===== src/rtl/mult_pkg.sv =====
// mult_pkg: shared constants, stage record and carry-add helper for the reduce path; MULT_REDUCE_OVF_EN adds the overflow bit
package mult_pkg;
  localparam int MULT_WIDTH = 32;
  localparam int MULT_TAG_W = 32;
  localparam int MULT_NUM_PP = 8;
  localparam int MULT_REDUCE_LAT = 3;
`ifdef MULT_REDUCE_OVF_EN
  localparam int MULT_OVF_BITS = 1;
`else
  localparam int MULT_OVF_BITS = 0;
`endif
  typedef struct packed {
    logic valid;
    logic ovf;
    logic [MULT_TAG_W-1:0] tag;
    logic [MULT_WIDTH-1:0] data;
  } stage_t;
  function automatic logic [MULT_WIDTH:0] add_c(input logic [MULT_WIDTH-1:0] a, input logic [MULT_WIDTH-1:0] b);
    return {1'b0, a} + {1'b0, b};
  endfunction
endpackage


===== src/rtl/mult_reduce_slice.sv =====
// mult_reduce_slice: one pipeline stage register (valid, side word, N data words) with stall enable and sync reset
module mult_reduce_slice #(
  parameter int N = 1,
  parameter int W = 32,
  parameter int SW = 32
) (
  input  logic                clock,
  input  logic                reset,
  input  logic                en,
  input  logic                d_valid,
  input  logic [SW-1:0]       d_side,
  input  logic [N-1:0][W-1:0] d_data,
  output logic                q_valid,
  output logic [SW-1:0]       q_side,
  output logic [N-1:0][W-1:0] q_data
);
  // valid advances every unstalled cycle; payload loads only with a valid entry so bubbles leave it untouched
  always_ff @(posedge clock)
    if (reset) begin
      q_valid <= 1'b0;
      q_side <= '0;
      q_data <= '0;
    end else if (en) begin
      q_valid <= d_valid;
      if (d_valid) begin
        q_side <= d_side;
        q_data <= d_data;
      end
    end
endmodule


===== src/rtl/mult_reduce_stage.sv =====
// mult_reduce_stage: 3-stage registered 8->4->2->1 adder tree carrying valid and side word, global stall; MULT_REDUCE_OVF_EN adds overflow
module mult_reduce_stage
  import mult_pkg::*;
#(
  parameter int WIDTH = MULT_WIDTH,
  parameter int TAG_W = MULT_TAG_W
) (
  input  logic             clock,
  input  logic             reset,
  input  logic             in_valid,
  input  logic             stall,
  input  logic [WIDTH-1:0] input_0,
  input  logic [WIDTH-1:0] input_1,
  input  logic [WIDTH-1:0] input_2,
  input  logic [WIDTH-1:0] input_3,
  input  logic [WIDTH-1:0] input_4,
  input  logic [WIDTH-1:0] input_5,
  input  logic [WIDTH-1:0] input_6,
  input  logic [WIDTH-1:0] input_7,
  input  logic [TAG_W-1:0] reg_input,
  output logic             out_valid,
  output logic [WIDTH-1:0] product,
  output logic [TAG_W-1:0] reg_output,
  output logic             busy,
  output logic             overflow
);
  localparam int SW = TAG_W + MULT_OVF_BITS;
  logic [MULT_NUM_PP-1:0][WIDTH-1:0] pp;
  logic [3:0][WIDTH-1:0] s1_d, s1_q;
  logic [1:0][WIDTH-1:0] s2_d, s2_q;
  logic [WIDTH-1:0] s3_d, s3_q;
  logic [SW-1:0] s1_sd, s1_sq, s2_sd, s2_sq, s3_sd, s3_sq;
  logic [MULT_REDUCE_LAT-1:0] v;
  logic s3_ovf;
  stage_t s3;
  assign pp = {input_7, input_6, input_5, input_4, input_3, input_2, input_1, input_0};
`ifdef MULT_REDUCE_OVF_EN
  logic [3:0] c1;
  logic [1:0] c2;
  logic c3;
  // tree adds keep their carries; the side word's top bit accumulates them per entry
  always_comb begin
    for (int k = 0; k < 4; k++) {c1[k], s1_d[k]} = add_c(pp[2*k], pp[2*k+1]);
    for (int j = 0; j < 2; j++) {c2[j], s2_d[j]} = add_c(s1_q[2*j], s1_q[2*j+1]);
    {c3, s3_d} = add_c(s2_q[0], s2_q[1]);
  end
  assign s1_sd = {|c1, reg_input};
  assign s2_sd = {s1_sq[TAG_W] | (|c2), s1_sq[TAG_W-1:0]};
  assign s3_sd = {s2_sq[TAG_W] | c3, s2_sq[TAG_W-1:0]};
  assign s3_ovf = s3_sq[TAG_W];
`else
  // plain wrapping tree adds
  always_comb begin
    for (int k = 0; k < 4; k++) s1_d[k] = pp[2*k] + pp[2*k+1];
    for (int j = 0; j < 2; j++) s2_d[j] = s1_q[2*j] + s1_q[2*j+1];
    s3_d = s2_q[0] + s2_q[1];
  end
  assign s1_sd = reg_input;
  assign s2_sd = s1_sq;
  assign s3_sd = s2_sq;
  assign s3_ovf = 1'b0;
`endif
  mult_reduce_slice #(.N(4), .W(WIDTH), .SW(SW)) u_s1 (
    .clock(clock), .reset(reset), .en(!stall), .d_valid(in_valid), .d_side(s1_sd), .d_data(s1_d),
    .q_valid(v[0]), .q_side(s1_sq), .q_data(s1_q)
  );
  mult_reduce_slice #(.N(2), .W(WIDTH), .SW(SW)) u_s2 (
    .clock(clock), .reset(reset), .en(!stall), .d_valid(v[0]), .d_side(s2_sd), .d_data(s2_d),
    .q_valid(v[1]), .q_side(s2_sq), .q_data(s2_q)
  );
  mult_reduce_slice #(.N(1), .W(WIDTH), .SW(SW)) u_s3 (
    .clock(clock), .reset(reset), .en(!stall), .d_valid(v[1]), .d_side(s3_sd), .d_data(s3_d),
    .q_valid(v[2]), .q_side(s3_sq), .q_data(s3_q)
  );
  assign s3 = '{valid: v[2], ovf: s3_ovf, tag: s3_sq[TAG_W-1:0], data: s3_q};
  assign out_valid = s3.valid;
  assign product = s3.data;
  assign reg_output = s3.tag;
  assign overflow = s3.valid & s3.ovf;
  assign busy = |v;
endmodule


===== config.mk =====
export PLATFORM = sky130hd
export DESIGN_NAME = mult_reduce_stage
export DESIGN_NICKNAME = d
export VERILOG_FILES = /design/src/rtl/mult_pkg.sv /design/src/rtl/mult_reduce_slice.sv /design/src/rtl/mult_reduce_stage.sv
export SDC_FILE = /design/constraint.sdc
export NUM_CORES = 1
export LEC_CHECK = 0
export ABC_CLOCK_PERIOD_IN_PS = 4550
export CAP_MARGIN = 20
export CORE_AREA = 2 2 216 218
export CTS_BUF_LIST = sky130_fd_sc_hd__clkbuf_4
export CTS_CLUSTER_DIAMETER = 120
export DETAILED_ROUTE_END_ITERATION = 8
export DIE_AREA = 0 0 218 220
export PLACE_DENSITY = 0.8
export SYNTH_ARGS = -nofsm -noshare
export SYNTH_HDL_FRONTEND = slang
export SYNTH_HIERARCHICAL = 1
export SYNTH_SLANG_ARGS = --single-unit

===== constraint.sdc =====
create_clock -name clock -period 4.55 [get_ports clock]
set_input_delay 0.91 -clock clock [delete_from_list [all_inputs] [get_ports clock]]
set_output_delay 0.91 -clock clock [all_outputs]
set_load 0.05 [all_outputs]

Word level (Yosys, flattened, before mapping)
Index checks and enable logic that the tools add are counted.
{ "op_classes": {"mul": 0, "shifts": 0, "div": 0, "magnitude_cmp": 0, "n_addsub": 7, "n_bitwise": 1, "n_mux": 0, "eq_ne": 0, "reduce_logical": 4} }
{ "ops": {"columns": ["op", "count"], "rows": [
  ["$add 32x32->32", 7],
  ["$reduce_and 2->1", 3],
  ["$reduce_or 3->1", 1],
  ["$not 1->1", 1]
]} }
{ "totals": {"word_cells": 25, "latchBits": 0, "memories": 0, "ram_bits": 0, "reg_bits": 323, "romBits": 0} }

Longest topological paths before layout
Gate-level depths: netlist of the first run.
{ "depth": {"depth_word": 2, "depth_mapped": 13, "ltp_nobuf": 13} }

Hierarchy
Netlist of the first run, hierarchy kept.
{ "modules_own_cells": {"columns": ["mod", "n_inst", "area_each_um2", "cells_each", "seq_area_each_um2"], "rows": [
  ["mult_reduce_stage", 1, 10470.0, 1448, 0.0],
  ["mult_reduce_slice at u_s1", 1, 7448.4, 733, 3223.1],
  ["mult_reduce_slice at u_s2", 1, 4142.7, 440, 1941.9],
  ["mult_reduce_slice at u_s3", 1, 2817.7, 294, 1301.2]
]} }

Worst setup path before layout of the first run
Ideal clock, no wire load.
{ "synth_timing": {"path_type": "input-to-reg", "start": "input port input_4[0]", "end": "register u_s1/q_data[88] (netlist bit)", "slack_ns": 1.060, "n_path_buf": 0, "t_arrival_ns": 3.424, "stages": 13, "setup_time_ns": 0.066, "required_ns": 4.484, "cell_sequence": "ha_1 -> fa_1 -> a21oi_1 -> o2111ai_1 -> a41oi_2 -> o21bai_1 -> o22a_1 -> a221oi_1 -> o21ai_1 -> a21oi_1 -> xnor2_1 -> nand3_1 -> a21oi_2"} }
{ "synth_rtl": {"columns": ["item", "line_no", "rtl"], "rows": [
  ["from (decl)", "mult_reduce_stage.sv:16", "input logic [WIDTH-1:0] input_4,"],
  ["to (signal assigned)", "mult_reduce_slice.sv:27", "q_data <= d_data;"],
  ["to (decl)", "mult_reduce_slice.sv:15", "output logic [N-1:0][W-1:0] q_data"]
]} }

Final worst setup path of the first run
{ "layout_timing": {"start": "register u_s1.q_valid", "end": "output port busy"} }
{ "layout_via": {"elab_chain_cells": 1} }
{ "layout_rtl": {"columns": ["item", "line_no", "rtl"], "rows": [
  ["from (decl)", "mult_reduce_slice.sv:13", "output logic q_valid,"],
  ["from (signal assigned)", "mult_reduce_slice.sv:24", "q_valid <= d_valid;"],
  ["$reduce_or 3->1", "mult_reduce_stage.sv:80", "assign busy = |v;"],
  ["to (decl)", "mult_reduce_stage.sv:24", "output logic busy,"]
]} }
No other way between the ends.

==> summary.md, run 1 <==
| Metric | Value |
|---|---|
| Chip height | `220 um` |
| Critical Path Max Stage Delay | `0.88 ns` |
| Fillers | `3935` |
| Slew Viols, Final | `0` |
| Setup Viol. Count Final | `0` |
| Io pins | `359` |
| Worst reg2reg setup slack | `1.02 ns` |
| Vias in the first global route | `21.7k` |
| Yosys reg bits | `323` |
| Post-CTS Hold Buffers | `0` |
| Req. time, crit path | `3.64 ns` |
| Top cells by count, synth | `398 x a21oi_1, 370 x nand3_1, 323 x dfxtp_1` |
| TritonCTS Buffers | `88` |
| Fin crit share | `0.789` |
| Yosys warning count | `6` |
| Worst vdd ir | `0.159 mV` |
| PortBufs | `357` |
| Relative slew slack | `0.267` |
| Flop pwr share | `0.391` |
| Leak | `0.0121 uW` |
| Sw Pwr | `2470 uW` |
| PD cells | `264 nW/um2` |
| Ys async rst share | `0` |
| CTS sink cnt | `323` |
| Cell count along the critical path | `2` |
| Clock Power Share | `0.338` |
| GP Congestion | `0.907` |
| Initial drt markers | `1790` |
| Critical Path End | `busy` |
| Top cell type by total area after synthesis | `dfxtp_1` |
| Synth-to-layout area growth | `18.6%` |
| Status | `finished, final reports clean` |
| Htree depth | `3` |
| Max Freq | `0.279 GHz` |
| Clock Skews | `0.0541 ns` |
| Syn_nets | `3431` |
| DR pass1 iterations | `5` |
| Mapped Avg Cell Area | `8.53 um2` |
| Synth top area share | `0.260` |
| R2R depth | `13` |
| Global-route wire length before repair | `106000 um` |
| Setup TNS | `0 ns` |
| Cells after synthesis | `2915` |
| Remaining DRCs | `0` |
| Area contributors post-synth | `dfxtp_1 26%, a21bo_1 11%, ha_1 11%` |
| Via count | `22.7k` |
| Total track usage | `0.263` |
| CTS tree | `done` |
| WP buf/inv | `1` |
| Crit path kind | `register to output port` |
| Critical Path Source | `u_s1/q_valid` |
| Vias per cell | `5.88` |
| Combinational Power Share | `0.271` |
| Clock Pin Slew Worst Setup and Hold Paths | `0.06 ns` |
| Seq/Total Area, Yosys | `0.260` |
| Main synth FF type | `dfxtp_1` |
| Grt ovf | `0` |
| WL final | `65300 um` |
| Initial antenna violation count | `1` |
| Delay-heaviest family, CP | `flip-flops` |
| EDFF count, synth | `0` |
| Post-CTS Setup Bufs | `0` |
| CTS root buf | `clkbuf_4` |
| Post-synthesis cell area | `24900 um2` |
| CTS-repair resized insts | `0` |
| Critical Path AT | `2.68 ns` |
| Crit Path Max Fanout | `76` |
| Min-Delay Path Class | `register to register` |
| Layout Utilization | `0.643` |
| Max cap viols | `0` |
| Antenna viol nets, final | `0` |
| DP Wirelength | `47900 um` |
| Core area | `45900 um2` |
| Fin. Hold Viols | `0` |
| Yosys cell types | `75` |
| Initial Util | `0.542` |
| Largest net degree at the start of global routing | `158` |
| NumNets Final | `3707` |
| Critical R2R Launch | `u_s2/q_data[0]` |
| Unrepaired setup endpoints after global routing | `false` |
| Routed len/inst | `16.9 um` |
| Die area | `48000 um2` |
| CP max-delay cell | `dfxtp_4` |
| Internal | `5330 uW` |
| Crit start category | `register` |
| Worst R2R End | `u_s3/q_data[28]` |
| Later-pin clock latency in the skew report | `0.77 ns` |
| Min Tclk post-route | `3.59 ns` |
| Row count | `79` |
| Most instantiated library cell after synthesis | `a21oi_1` |
| Worst setup EP type | `output port` |
| Die width | `218 um` |
| Switching share of total power | `0.316` |
| Clock buffer depth | `3` |
| Worst slew pin tran | `1.10 ns` |
| CP cell instances | `or3_1, clkdlybuf4s50_1` |
| Share of cells above drive strength 1 | `0.103` |
final cells by class:
cell class                      instances  area, um2  area share
Timing Repair Buffer                  388       3940       0.133
Sequential cell                       323       6470       0.219
Inverter                               39        154     0.00522
Antenna cell                            1       2.50   0.0000848
Clock buffer                          129        968      0.0328
Tap cell                              607        759      0.0257
Multi-Input combinational cell       2351      17100       0.578
Clock inverter                         24        153     0.00517
state kept, by name, summed over array words and instances, names as in the netlist:
signal        flops
u_s1/q_valid      1
u_s3/q_valid      1
u_s2/q_data      64
u_s2/q_valid      1
u_s3/q_side      32
u_s1/q_side      32
u_s1/q_data     128
u_s3/q_data      32
u_s2/q_side      32
worst reg2reg max path: cells and delay by family (launching register included):
family | cells | cell delay (ns)
compound gates | 9 | 2.11
xor+xnor | 1 | 0.15
fa+ha+maj | 2 | 0.71
flops | 1 | 0.39
simple gates | 1 | 0.11
metrics by stage:
step / instance area (um2) / hold WS [ns] / worst slack, ns / power, uW / std cells
5_1_grt: 29500 / 0.471 / 0.782 / 8240 / 3862
3_5_place_dp: 28300 / 0.454 / 0.257 / 5190 / 3707
4_1_cts: 29500 / 0.435 / 0.887 / 7860 / 3860
2_1_floorplan: 24900 / 0.438 / 1.06 / 4580 / 2915
6_report: 29500 / 0.433 / 0.960 / 7800 / 3862
3_3_place_gp: 28300 / 0.443 / 0.265 / 5150 / 3707
logic make-up after synthesis:
logic type,Yosys count,synth area share
AOI/OAI and AO/OA,1222,0.358
xor gates and xnor gates,206,0.0725
adders and majority gates,224,0.115
buffers and inverters,241,0.0547
DFF,323,0.260
muxes,3,0.00121
other,1,0.000151
and+or+nand+nor,695,0.138
how the worst min path moves through the flow:
stage | to | startpoint | slack, ns | cells after the start
floorplan | u_s2/q_side[29] | u_s1/q_side[29] | 0.44 | 2
global placement | u_s2/q_side[29] | u_s1/q_side[29] | 0.44 | 2
detailed placement | u_s2/q_side[30] | u_s1/q_side[30] | 0.45 | 2
CTS | u_s3/q_side[8] | u_s2/q_side[8] | 0.43 | 2
global route | u_s2/q_side[5] | u_s1/q_side[5] | 0.47 | 2
finish | u_s3/q_side[8] | u_s2/q_side[8] | 0.43 | 2
metal layers:
| layer | GRT usage | wire length (um) |
|---|---|---|
| met1 | 0.347 | 30000 |
| met2 | 0.441 | 30900 |
| met3 | 0.0370 | 2910 |
| met4 | 0.0844 | 1470 |
| met5 | 0 | 0 |
placed cells by master, fill, tap and decap left out, types with 12 or more instances in the layout:
cell and n:
a211oi_1 27, a21bo_1 272, a21bo_2 49, a21o_1 105, a21oi_1 398, a21oi_2 100
a31oi_1 25, and2_1 12, and3_1 18, buf_4 22, clkbuf_4 129, clkdlybuf4s50_1 355
clkinv_1 18, dfxtp_1 321, ha_1 217, inv_1 38, nand2_1 91, nand2b_1 17
nand3_1 370, nand4_1 21, nor2_1 92, nor2b_1 24, nor3_1 15, o211ai_1 20
o21a_1 22, o21ai_0 70, o21ai_1 36, o21bai_1 28, xnor2_1 133, xor2_1 73
power groups by stage:
stage | clock network, uW | registers, uW | logic (uW)
6_report | 2640 | 3050 | 2110
5_1_grt | 2880 | 3060 | 2310
4_1_cts | 2720 | 3040 | 2100
3_5_place_dp | 0 | 3100 | 2080
3_3_place_gp | 0 | 3100 | 2050
2_1_floorplan | 0 | 3050 | 1530
Note: power is estimated with default switching activity, not from simulation.
==> run 2, diff against run 1 <==
--- a/config.mk
+++ b/config.mk
@@ -5,14 +5,14 @@
 export SDC_FILE = /design/constraint.sdc
 export NUM_CORES = 1
 export LEC_CHECK = 0
-export ABC_CLOCK_PERIOD_IN_PS = 4550
+export ABC_CLOCK_PERIOD_IN_PS = 3100
 export CAP_MARGIN = 20
-export CORE_AREA = 2 2 216 218
+export CORE_AREA = 2 2 222 224
 export CTS_BUF_LIST = sky130_fd_sc_hd__clkbuf_4
 export CTS_CLUSTER_DIAMETER = 120
 export DETAILED_ROUTE_END_ITERATION = 8
-export DIE_AREA = 0 0 218 220
-export PLACE_DENSITY = 0.8
+export DIE_AREA = 0 0 224 226
+export PLACE_DENSITY = 0.79
 export SYNTH_ARGS = -nofsm -noshare
 export SYNTH_HDL_FRONTEND = slang
 export SYNTH_HIERARCHICAL = 1
==> constraint.sdc (replaced) <==
create_clock -name clock -period 3.1 [get_ports clock]
set_input_delay 0.62 -clock clock [delete_from_list [all_inputs] [get_ports clock]]
set_output_delay 0.62 -clock clock [all_outputs]
set_load 0.05 [all_outputs]
==> summary.md, run 2 (synthesis gave the netlist of run 1 again) <==
| Metric | Value |
|---|---|
| Status | `finished, final reports clean` |
| Vias in the first global route | `22.9k` |
| Total track usage | `0.259` |
| Share of cells above drive strength 1 | `0.171` |
| Placed Area | `30200 um2` |
| Antenna viol nets, final | `0` |
| Vias per cell | `5.75` |
| Die width | `224 um` |
| Largest regs | `u_s1/q_data (128), u_s2/q_data (64)` |
| Global-route wire length before repair | `110000 um` |
| Unrepaired setup endpoints after global routing | `true` |
| Max cap viols | `0` |
| Worst slew pin tran | `0.939 ns` |
| Htree depth | `3` |
| Die area | `50600 um2` |
| Req. time, crit path | `3.79 ns` |
| Routed len/inst | `16.7 um` |
| Initial Util | `0.515` |
| Initial drt markers | `1332` |
| Setup TNS | `0 ns` |
| Chip height | `226 um` |
| Clock Pin Slew Worst Setup and Hold Paths | `0.06 ns` |
| WL final | `68700 um` |
| Fin. Hold Viols | `0` |
| Fin crit share | `0.984` |
| Remaining DRCs | `0` |
| Relative slew slack | `0.374` |
| Clock buffer depth | `3` |
| DP Wirelength | `51600 um` |
| DR pass1 iterations | `7` |
| Core area | `48300 um2` |
| Io pins | `359` |
| CTS root buf | `clkbuf_4` |
| Min Tclk post-route | `3.05 ns` |
| Crit Path Max Fanout | `6` |
| Post-route cell area | `31400 um2` |
| Leak | `0.0133 uW` |
| Worst setup EP type | `register` |
| Row count | `81` |
| PD cells | `375 nW/um2` |
| GP Congestion | `0.902` |
| Largest register FFs | `128` |
| CTS sink cnt | `323` |
| Min-Delay Path Class | `input port to register` |
| Commonest non-fill, non-tap cell in the layout | `a21oi_1` |
| CTS tree | `done` |
| Critical Path AT | `3.74 ns` |
| Crit start category | `register` |
| TritonCTS Buffers | `87` |
| NumNets Final | `3942` |
| Grt ovf | `0` |
| Crit path kind | `register to register` |
| Biggest register | `u_s1/q_data` |
| Via count | `23.6k` |
| Later-pin clock latency in the skew report | `0.75 ns` |
| Slew Viols, Final | `0` |
| Post-CTS Hold Buffers | `0` |
| Synth-to-layout area growth | `26.3%` |
| PortBufs | `357` |
| Clock Skews | `0.0540 ns` |
| Largest net degree at the start of global routing | `111` |
| Setup Viol. Count Final | `0` |
| Max Freq | `0.328 GHz` |
| Worst vdd ir | `0.269 mV` |
| Initial antenna violation count | `1` |
| Commonest cells after routing, fill and taps aside | `392 x a21oi_1, 370 x nand3_1, 355 x clkdlybuf4s50_1` |
run 2: cell types whose count changed in the layout (fill, tap and decap cells not counted), sizes merged:
cell and delta:
clkbuf -6, clkinv -4, bufinv +1, buf +236
run 2: layer usage:
metal | wire length, um | GRT usage | share of wire
met5 | 0 | 0 | 0
met1 | 30600 | 0.329 | 0.45
met2 | 33100 | 0.450 | 0.48
met3 | 3150 | 0.0362 | 0.046
met4 | 1840 | 0.0912 | 0.027
run 2: path summary, 6_finish.rpt:
| kind | slack [ns] | endpoint | depth (start not counted) | start |
|---|---|---|---|---|
| worst max register to register | 0.05 | u_s2/q_data[63] | 12 | u_s1/q_data[68] |
| worst min register to register | 0.47 | u_s2/q_side[31] | 2 | u_s1/q_side[31] |
| worst max-delay path | 0.05 | u_s2/q_data[63] | 12 | u_s1/q_data[68] |
| worst min-delay path | 0.24 | u_s1/q_valid | 2 | reset |
run 2: cell type report:
cell class | count | area (um2)
Antenna cell | 1 | 2.50
Clock buffer | 123 | 923
Clock inverter | 21 | 164
Fill cell | 4030 | 16900
Inverter | 39 | 154
Multi-Input combinational cell | 2351 | 17200
Sequential cell | 323 | 6480
Tap cell | 622 | 778
Timing Repair Buffer | 624 | 5730
run 2: critical path, cell delays in order (launching register included):
cell      delay (ns)
dfxtp_1         0.32
ha_1            0.38
a21oi_1         0.17
o211ai_1        0.15
nor3b_1         0.19
a211oi_2        0.26
o311a_4         0.28
o21ai_2         0.08
or4b_1          0.50
a31oi_2         0.21
xnor2_1         0.19
nand3_1         0.11
a21oi_1         0.15
run 2: report_power, final:
part / internal [uW] / leakage (uW) / switching [uW] / total (uW)
clock network: 2060 / 0.000647 / 1780 / 3830
logic: 1730 / 0.00998 / 1770 / 3500
registers: 4320 / 0.00263 / 130 / 4450
run 2: through the flow:
| step | total power [uW] | setup WS (ns) | hold WS, ns | instances | util |
|---|---|---|---|---|---|
| 6_report | 11800 | 0.0482 | 0.239 | 4104 | 0.650 |
| 5_1_grt | 12400 | -0.0526 | 0.192 | 4104 | 0.650 |
| 4_1_cts | 11900 | 0.00441 | 0.155 | 4102 | 0.647 |
| 3_5_place_dp | 7980 | -0.657 | 0.463 | 3958 | 0.624 |
| 3_3_place_gp | 7920 | -0.604 | 0.444 | 3958 | 0.624 |
| 2_1_floorplan | 6720 | 0.0394 | 0.438 | 2915 | - |
run 2: repair_timing:
action / CTS / global route
pin swaps: 3 / 15
buffers inserted: 0 / 1
setup endpoints to repair: 4 / 22
resized for setup: 2 / 29
==> run 3, diff against run 2 <==
--- a/config.mk
+++ b/config.mk
@@ -13,6 +13,7 @@
 export DETAILED_ROUTE_END_ITERATION = 8
 export DIE_AREA = 0 0 224 226
 export PLACE_DENSITY = 0.79
+export SLEW_MARGIN = 20
 export SYNTH_ARGS = -nofsm -noshare
 export SYNTH_HDL_FRONTEND = slang
 export SYNTH_HIERARCHICAL = 1
==> results of run 3 <==
The final DEF is identical to that of run 2; final timing and power are the same.
